File: src/rtl/sdram_byte_port_if.sv
// Client byte ports and SDRAM-controller channel of sdram_byte_port.
// The slave modport is the adapter's view; the master modport is the client/controller side.
interface sdram_byte_port_if #(
  parameter int ADDR_BITS = 23
);
  logic                 wr_valid;
  logic                 wr_ready;
  logic [ADDR_BITS-1:0] wr_addr;
  logic [7:0]           wr_data;
  logic                 rd_valid;
  logic                 rd_ready;
  logic [ADDR_BITS-1:0] rd_addr;
  logic [7:0]           rd_data;
  logic                 rd_done;
  logic                 mem_req;
  logic                 mem_ack;
  logic                 mem_we;
  logic [1:0]           mem_wm;
  logic [ADDR_BITS-2:0] mem_address;
  logic [15:0]          mem_data_write;
  logic [15:0]          mem_data_read;

  modport slave (
    input  wr_valid, wr_addr, wr_data, rd_valid, rd_addr, mem_ack, mem_data_read,
    output wr_ready, rd_ready, rd_data, rd_done, mem_req, mem_we, mem_wm, mem_address,
           mem_data_write
  );

  modport master (
    output wr_valid, wr_addr, wr_data, rd_valid, rd_addr, mem_ack, mem_data_read,
    input  wr_ready, rd_ready, rd_data, rd_done, mem_req, mem_we, mem_wm, mem_address,
           mem_data_write
  );
endinterface

File: src/rtl/sdram_byte_port.sv
// Byte-wide client adapter onto one toggle req/ack SDRAM controller channel.
// Byte writes are queued in a small FIFO; single-byte reads are ordered behind them.
module sdram_byte_port #(
  parameter int ADDR_BITS = 23,
  parameter int DEPTH     = 4
) (
  input  logic              clk,
  input  logic              reset_n,
  sdram_byte_port_if.slave  bus
);
  localparam int IDX_W = $clog2(DEPTH);
  localparam int PTR_W = IDX_W + 1;
  localparam int WA_W  = ADDR_BITS - 1;

  localparam logic [1:0] ST_SYNC  = 2'd0;
  localparam logic [1:0] ST_IDLE  = 2'd1;
  localparam logic [1:0] ST_WRITE = 2'd2;
  localparam logic [1:0] ST_READ  = 2'd3;

  logic [1:0]           state_r;
  logic [1:0]           state_s;
  logic [WA_W-1:0]      fifo_addr_r [DEPTH];
  logic                 fifo_lane_r [DEPTH];
  logic [7:0]           fifo_data_r [DEPTH];
  logic [PTR_W-1:0]     wr_ptr_r;
  logic [PTR_W-1:0]     rd_ptr_r;
  logic [PTR_W-1:0]     count_s;
  logic [IDX_W-1:0]     head_s;
  logic                 full_s;
  logic                 empty_s;
  logic                 push_s;
  logic                 pop_s;
  logic                 issue_rd_s;
  logic                 ack_match_s;
  logic                 rd_complete_s;
  logic                 read_pending_r;
  logic [ADDR_BITS-1:0] rd_addr_r;
  logic                 mem_req_r;
  logic                 mem_we_r;
  logic [1:0]           mem_wm_r;
  logic [WA_W-1:0]      mem_address_r;
  logic [15:0]          mem_data_write_r;
  logic [7:0]           rd_data_r;
  logic                 rd_done_r;

  // Queue status, issue decisions and next-state selection
  always_comb begin
    count_s       = wr_ptr_r - rd_ptr_r;
    full_s        = (count_s == PTR_W'(DEPTH));
    empty_s       = (count_s == {PTR_W{1'b0}});
    head_s        = rd_ptr_r[IDX_W-1:0];
    ack_match_s   = (bus.mem_ack == mem_req_r);
    push_s        = bus.wr_valid & ~full_s;
    pop_s         = (state_r == ST_IDLE) & ~empty_s;
    issue_rd_s    = (state_r == ST_IDLE) & empty_s & read_pending_r;
    rd_complete_s = (state_r == ST_READ) & ack_match_s;
    state_s       = state_r;
    case (state_r)
      ST_SYNC: begin
        if (ack_match_s) state_s = ST_IDLE;
        else             state_s = ST_SYNC;
      end
      ST_IDLE: begin
        if (pop_s)           state_s = ST_WRITE;
        else if (issue_rd_s) state_s = ST_READ;
        else                 state_s = ST_IDLE;
      end
      ST_WRITE, ST_READ: begin
        if (ack_match_s) state_s = ST_IDLE;
        else             state_s = state_r;
      end
      default: state_s = ST_SYNC;
    endcase
  end

  // Write FIFO storage and wrapping pointers
  always_ff @(posedge clk or negedge reset_n) begin
    if (!reset_n) begin
      wr_ptr_r <= {PTR_W{1'b0}};
      rd_ptr_r <= {PTR_W{1'b0}};
      for (int i = 0; i < DEPTH; i++) begin
        fifo_addr_r[i] <= {WA_W{1'b0}};
        fifo_lane_r[i] <= 1'b0;
        fifo_data_r[i] <= 8'h00;
      end
    end else begin
      if (push_s) begin
        fifo_addr_r[wr_ptr_r[IDX_W-1:0]] <= bus.wr_addr[ADDR_BITS-1:1];
        fifo_lane_r[wr_ptr_r[IDX_W-1:0]] <= bus.wr_addr[0];
        fifo_data_r[wr_ptr_r[IDX_W-1:0]] <= bus.wr_data;
        wr_ptr_r <= wr_ptr_r + PTR_W'(1);
      end
      if (pop_s) begin
        rd_ptr_r <= rd_ptr_r + PTR_W'(1);
      end
    end
  end

  // State register, read holding register and read result capture
  always_ff @(posedge clk or negedge reset_n) begin
    if (!reset_n) begin
      state_r        <= ST_SYNC;
      read_pending_r <= 1'b0;
      rd_addr_r      <= {ADDR_BITS{1'b0}};
      rd_data_r      <= 8'h00;
      rd_done_r      <= 1'b0;
    end else begin
      state_r   <= state_s;
      rd_done_r <= rd_complete_s;
      if (rd_complete_s) begin
        rd_data_r      <= rd_addr_r[0] ? bus.mem_data_read[15:8] : bus.mem_data_read[7:0];
        read_pending_r <= 1'b0;
      end else if (bus.rd_valid && !read_pending_r) begin
        read_pending_r <= 1'b1;
        rd_addr_r      <= bus.rd_addr;
      end
    end
  end

  // Controller channel: mem_* only change on the cycle that toggles mem_req
  always_ff @(posedge clk or negedge reset_n) begin
    if (!reset_n) begin
      mem_req_r        <= 1'b0;
      mem_we_r         <= 1'b0;
      mem_wm_r         <= 2'b11;
      mem_address_r    <= {WA_W{1'b0}};
      mem_data_write_r <= 16'h0000;
    end else if (pop_s) begin
      mem_req_r        <= ~mem_req_r;
      mem_we_r         <= 1'b1;
      mem_address_r    <= fifo_addr_r[head_s];
      mem_wm_r         <= fifo_lane_r[head_s] ? 2'b01 : 2'b10;
      mem_data_write_r <= fifo_lane_r[head_s] ? {fifo_data_r[head_s], 8'h00}
                                              : {8'h00, fifo_data_r[head_s]};
    end else if (issue_rd_s) begin
      mem_req_r     <= ~mem_req_r;
      mem_we_r      <= 1'b0;
      mem_wm_r      <= 2'b00;
      mem_address_r <= rd_addr_r[ADDR_BITS-1:1];
    end else begin
      mem_req_r <= mem_req_r;
    end
  end

  assign bus.wr_ready       = ~full_s;
  assign bus.rd_ready       = ~read_pending_r;
  assign bus.rd_data        = rd_data_r;
  assign bus.rd_done        = rd_done_r;
  assign bus.mem_req        = mem_req_r;
  assign bus.mem_we         = mem_we_r;
  assign bus.mem_wm         = mem_wm_r;
  assign bus.mem_address    = mem_address_r;
  assign bus.mem_data_write = mem_data_write_r;
endmodule
File: src/flat_wrapper.sv
// flat-port wrapper written by rule: the top's interface ports become plain ports
module sdram_byte_port_flat 
#(
  parameter int ADDR_BITS = 23,
  parameter int DEPTH     = 4
)
  (clk, reset_n, bus_wr_valid, bus_wr_addr, bus_wr_data, bus_rd_valid, bus_rd_addr, bus_mem_ack, bus_mem_data_read, bus_wr_ready, bus_rd_ready, bus_rd_data, bus_rd_done, bus_mem_req, bus_mem_we, bus_mem_wm, bus_mem_address, bus_mem_data_write);
  sdram_byte_port_if #(.ADDR_BITS(ADDR_BITS)) bus_i ();
  input  logic clk;
  input  logic reset_n;
  input wire logic [$bits(bus_i.wr_valid)-1:0] bus_wr_valid;
  input wire logic [$bits(bus_i.wr_addr)-1:0] bus_wr_addr;
  input wire logic [$bits(bus_i.wr_data)-1:0] bus_wr_data;
  input wire logic [$bits(bus_i.rd_valid)-1:0] bus_rd_valid;
  input wire logic [$bits(bus_i.rd_addr)-1:0] bus_rd_addr;
  input wire logic [$bits(bus_i.mem_ack)-1:0] bus_mem_ack;
  input wire logic [$bits(bus_i.mem_data_read)-1:0] bus_mem_data_read;
  output wire logic [$bits(bus_i.wr_ready)-1:0] bus_wr_ready;
  output wire logic [$bits(bus_i.rd_ready)-1:0] bus_rd_ready;
  output wire logic [$bits(bus_i.rd_data)-1:0] bus_rd_data;
  output wire logic [$bits(bus_i.rd_done)-1:0] bus_rd_done;
  output wire logic [$bits(bus_i.mem_req)-1:0] bus_mem_req;
  output wire logic [$bits(bus_i.mem_we)-1:0] bus_mem_we;
  output wire logic [$bits(bus_i.mem_wm)-1:0] bus_mem_wm;
  output wire logic [$bits(bus_i.mem_address)-1:0] bus_mem_address;
  output wire logic [$bits(bus_i.mem_data_write)-1:0] bus_mem_data_write;
  assign bus_i.wr_valid = bus_wr_valid;
  assign bus_i.wr_addr = bus_wr_addr;
  assign bus_i.wr_data = bus_wr_data;
  assign bus_i.rd_valid = bus_rd_valid;
  assign bus_i.rd_addr = bus_rd_addr;
  assign bus_i.mem_ack = bus_mem_ack;
  assign bus_i.mem_data_read = bus_mem_data_read;
  assign bus_wr_ready = bus_i.wr_ready;
  assign bus_rd_ready = bus_i.rd_ready;
  assign bus_rd_data = bus_i.rd_data;
  assign bus_rd_done = bus_i.rd_done;
  assign bus_mem_req = bus_i.mem_req;
  assign bus_mem_we = bus_i.mem_we;
  assign bus_mem_wm = bus_i.mem_wm;
  assign bus_mem_address = bus_i.mem_address;
  assign bus_mem_data_write = bus_i.mem_data_write;
  sdram_byte_port #(.ADDR_BITS(ADDR_BITS), .DEPTH(DEPTH)) u_core (.clk(clk), .reset_n(reset_n), .bus(bus_i));
endmodule
File: config.mk
export PLATFORM = sky130hd
export DESIGN_NAME = sdram_byte_port_flat
export DESIGN_NICKNAME = d
export VERILOG_FILES = /design/src/rtl/sdram_byte_port_if.sv /design/src/rtl/sdram_byte_port.sv /design/src/flat_wrapper.sv
export SDC_FILE = /design/constraint.sdc
export NUM_CORES = 1
export LEC_CHECK = 0
export CAP_MARGIN = 30
export CORE_UTILIZATION = 45
export DETAILED_ROUTE_END_ITERATION = 12
export GPL_TIMING_DRIVEN = 1
export PLACE_DENSITY = 0.7
export SYNTH_ARGS = -nofsm -noshare
export SYNTH_HDL_FRONTEND = slang
export SYNTH_SLANG_ARGS = --single-unit
File: constraint.sdc
create_clock -name clk -period 2.7 [get_ports clk]
set_input_delay 0.405 -clock clk [delete_from_list [all_inputs] [get_ports clk]]
set_output_delay 0.405 -clock clk [all_outputs]
set_load 0.02 [all_outputs]
==> results.json <==
{
  "wl_mm": 20.7,
  "drt_iter0_drc": 350,
  "critPathKind": "flip-flop to output pin",
  "irDropWorstVdd_mv": 0.760,
  "setup_viol": 0,
  "power.density_mw_per_mm2": 1420,
  "yosys_warnings": 0,
  "grt_overflow": 0,
  "hp-class": "input pin to async pin",
  "worst_pin_slew_ps": 790,
  "clock_sinks": 207,
  "root_buffer": "clkbuf_16",
  "htreeDepth": 1,
  "fin_tns_setup_ps": 0,
  "wl_met1_mm": 9.37,
  "synth_commonest_cells": "205 x dfrtp_1, 139 x mux2_4, 38 x nand2_1, 30 x mux4_2",
  "syn_nets": 680,
  "groute.usage.overall": 0.199,
  "yosysTopAreaCell": "dfrtp_1",
  "grt_pass1_wl_mm": 34.4,
  "clkPwrFrac": 0.200,
  "arrival_ps": 2080,
  "synthToLayoutAreaGrowth_pct": 24.3,
  "hold_violations": 0,
  "die_area_mm2": 0.0216,
  "rows": 52,
  "worst_setup_path_end_kind": "output pin",
  "holdWs_ps": 447,
  "pin_count": 128,
  "finalMaxSlewViolations": 0,
  "synth_top_area_frac": 0.541,
  "drc": 0,
  "ant_nets": 0,
  "async_reset_ff_frac": 1.00,
  "rsz0062_at_grt": "no",
  "clk_path_buf_depth": 3,
  "syn-instance-count": 598,
  "io_buffers": 127,
  "clk_latency_ps": 500,
  "start_util": 0.464,
  "fin_worst_skew_ps": 8.77,
  "viasPerCell": 5.40,
  "grt_max_degree": 80,
  "period_minus_slack_ps": 2480,
  "firstDrtPassIters": 4,
  "diodes": 0,
  "cts_setup_buffers": 0,
  "maxCapViolCount": 0,
  "die_y_um": 147,
  "route.met3.wl_mm": 1.07,
  "crit_path_start_kind": "flip-flop",
  "hpwl_mm": 13.4,
  "grt_antenna_before_repair": 0,
  "synth_cell_types": 31,
  "fmax_ghz": 0.403,
  "avgSynthCellArea_um2": 15.9,
  "worstReg2RegEnd": "u_core.bus.mem_address[10]$_DFFE_PN0P_",
  "synth_ff_type": "dfrtp_1",
  "die_width_um": 147,
  "grt_pass1_vias": 6061,
  "r2r_cells": 8,
  "synth_area_leaders": "dfrtp_1 54%, mux2_4 22%, mux4_2 7.1%",
  "drive_above_1_share": 0.342,
  "place.gp.congestion": 0.769,
  "clk_pin_slew_ps": 60,
  "p_leak_nw": 5.18,
  "p_sw_mw": 5.55,
  "cts_tree": "built",
  "cts_buffers": 23,
  "switching_share": 0.331,
  "synth_most_common_cell": "dfrtp_1",
  "p_comb_frac": 0.460,
  "core-area_mm2": 0.0204,
  "ys_seq_area_frac": 0.547,
  "routedWlPerCell_um": 20.4,
  "r2r_setup_slack_ps": 340,
  "nets": 811,
  "routed.top_layer": "met4",
  "wl_met2_mm": 9.95,
  "vias": 5481,
  "syn-cell-area_mm2": 0.00948,
  "crit_fanout": 6,
  "slew-limit-headroom": 0.473,
  "r2r-start": "u_core.wr_ptr_r[0]$_DFFE_PN0P_",
  "crit_required_ps": 2300,
  "p_int_mw": 11.2,
  "pwr-share-seq": 0.339,
  "status": "completed",
  "ys_ff_latch": 207,
  "fin_crit_sh": 0.920,
  "synth-edff-count": 0
}
==> cells in the final DEF, fill, tap and decap left out, drive strengths merged, types with 9 or more instances in the layout <==
master and instances:
mux4 30, o21ai 20, mux2i 9, buf 22
nor2 11, o22ai 22, clkdlybuf4s50 125, nand2 38
a2bb2oi 22, mux2 150, dfrtp 205, clkbuf 33
==> layer usage <==
metal | GRT usage | vias to the layer above
met3 | 0.0373 | 22
met5 | 0 | -
li1 | - | 2427
met4 | 0.0387 | 0
met2 | 0.324 | 147
met1 | 0.281 | 2885
==> cells by family after synthesis <==
group	synth area share
AOI/OAI and AO/OA	0.0539
xor gates and xnor gates	0.00739
DFF	0.547
and+or+nand+nor	0.0280
muxes	0.314
buffers and inverters	0.0408
adders and majority gates	0.00924
==> worst max-delay path, cell delays in order, from the launching register on <==
cell and delay, ps:
dfrtp_1 420, inv_1 110, ha_1 180, nor2b_1 130
xnor2_1 210, nand3_2 160, dlygate4sd2_1 370
==> final cells by class <==
class | instances | area, µm²
Clock buffer | 32 | 669
Clock inverter | 9 | 154
Fill cell | 1566 | 8640
Inverter | 5 | 18.8
Multi-Input combinational cell | 342 | 3930
Sequential cell | 207 | 5180
Tap cell | 270 | 338
Timing Repair Buffer | 150 | 1490
==> worst max-delay path by stage <==
stage | start | to | slack [ps] | cells past startpoint
floorplan | u_core.rd_ptr_r[1]$_DFFE_PN0N_ | u_core.fifo_addr_r[0]$_DFFE_PN0P_ | 70 | 11
global placement | u_core.wr_ptr_r[0]$_DFFE_PN0P_ | u_core.fifo_addr_r[26]$_DFFE_PN0P_ | 370 | 8
detailed placement | u_core.wr_ptr_r[0]$_DFFE_PN0P_ | u_core.bus.mem_address[19]$_DFFE_PN0P_ | 330 | 8
CTS | u_core.wr_ptr_r[0]$_DFFE_PN0P_ | bus_wr_ready | 190 | 6
global route | u_core.wr_ptr_r[0]$_DFFE_PN0P_ | bus_wr_ready | 70 | 6
finish | u_core.wr_ptr_r[0]$_DFFE_PN0P_ | bus_wr_ready | 220 | 6
==> power groups by stage <==
stage               logic (mW)  registers [mW]  clock network (mW)
detailed placement        7.76            5.67                   0
global route              8.30            5.86                3.56
CTS                       7.78            5.68                3.43
floorplan                 5.45            5.77                   0
global placement          7.50            5.59                   0
finish                    7.72            5.69                3.36
==> metrics by stage <==
step                      setup slack (ps)  utilization  std cells  area (µm²)  power (mW)
after floorplan                       65.9            -        598        9480        11.2
after global placement                 373        0.535        972       10900        13.1
after detailed placement               328        0.536        973       11000        13.4
after CTS                              192        0.577       1015       11800        16.9
after global routing                  69.1        0.577       1015       11800        17.7
final                                  216        0.577       1015       11800        16.8
==> timing repair <==
action	in CTS	in global routing
endpoints found under the hold margin	51	0
gates resized for setup	1	0
setup endpoints to repair	1	0
hold buffers	1	0
==> sequential cells by signal, indices dropped and copies added, names as in the netlist, 2 cells and up <==
signal                     count
u_core.wr_ptr_r                3
u_core.fifo_data_r            32
u_core.rd_ptr_r                3
u_core.state_r                 2
u_core.fifo_addr_r            88
u_core.fifo_lane_r             4
u_core.rd_addr_r              23
u_core.bus.mem_data_write     16
u_core.bus.mem_address        22
u_core.bus.rd_data             8
u_core.bus.mem_wm              2
Power figures use the tool's default switching activity.
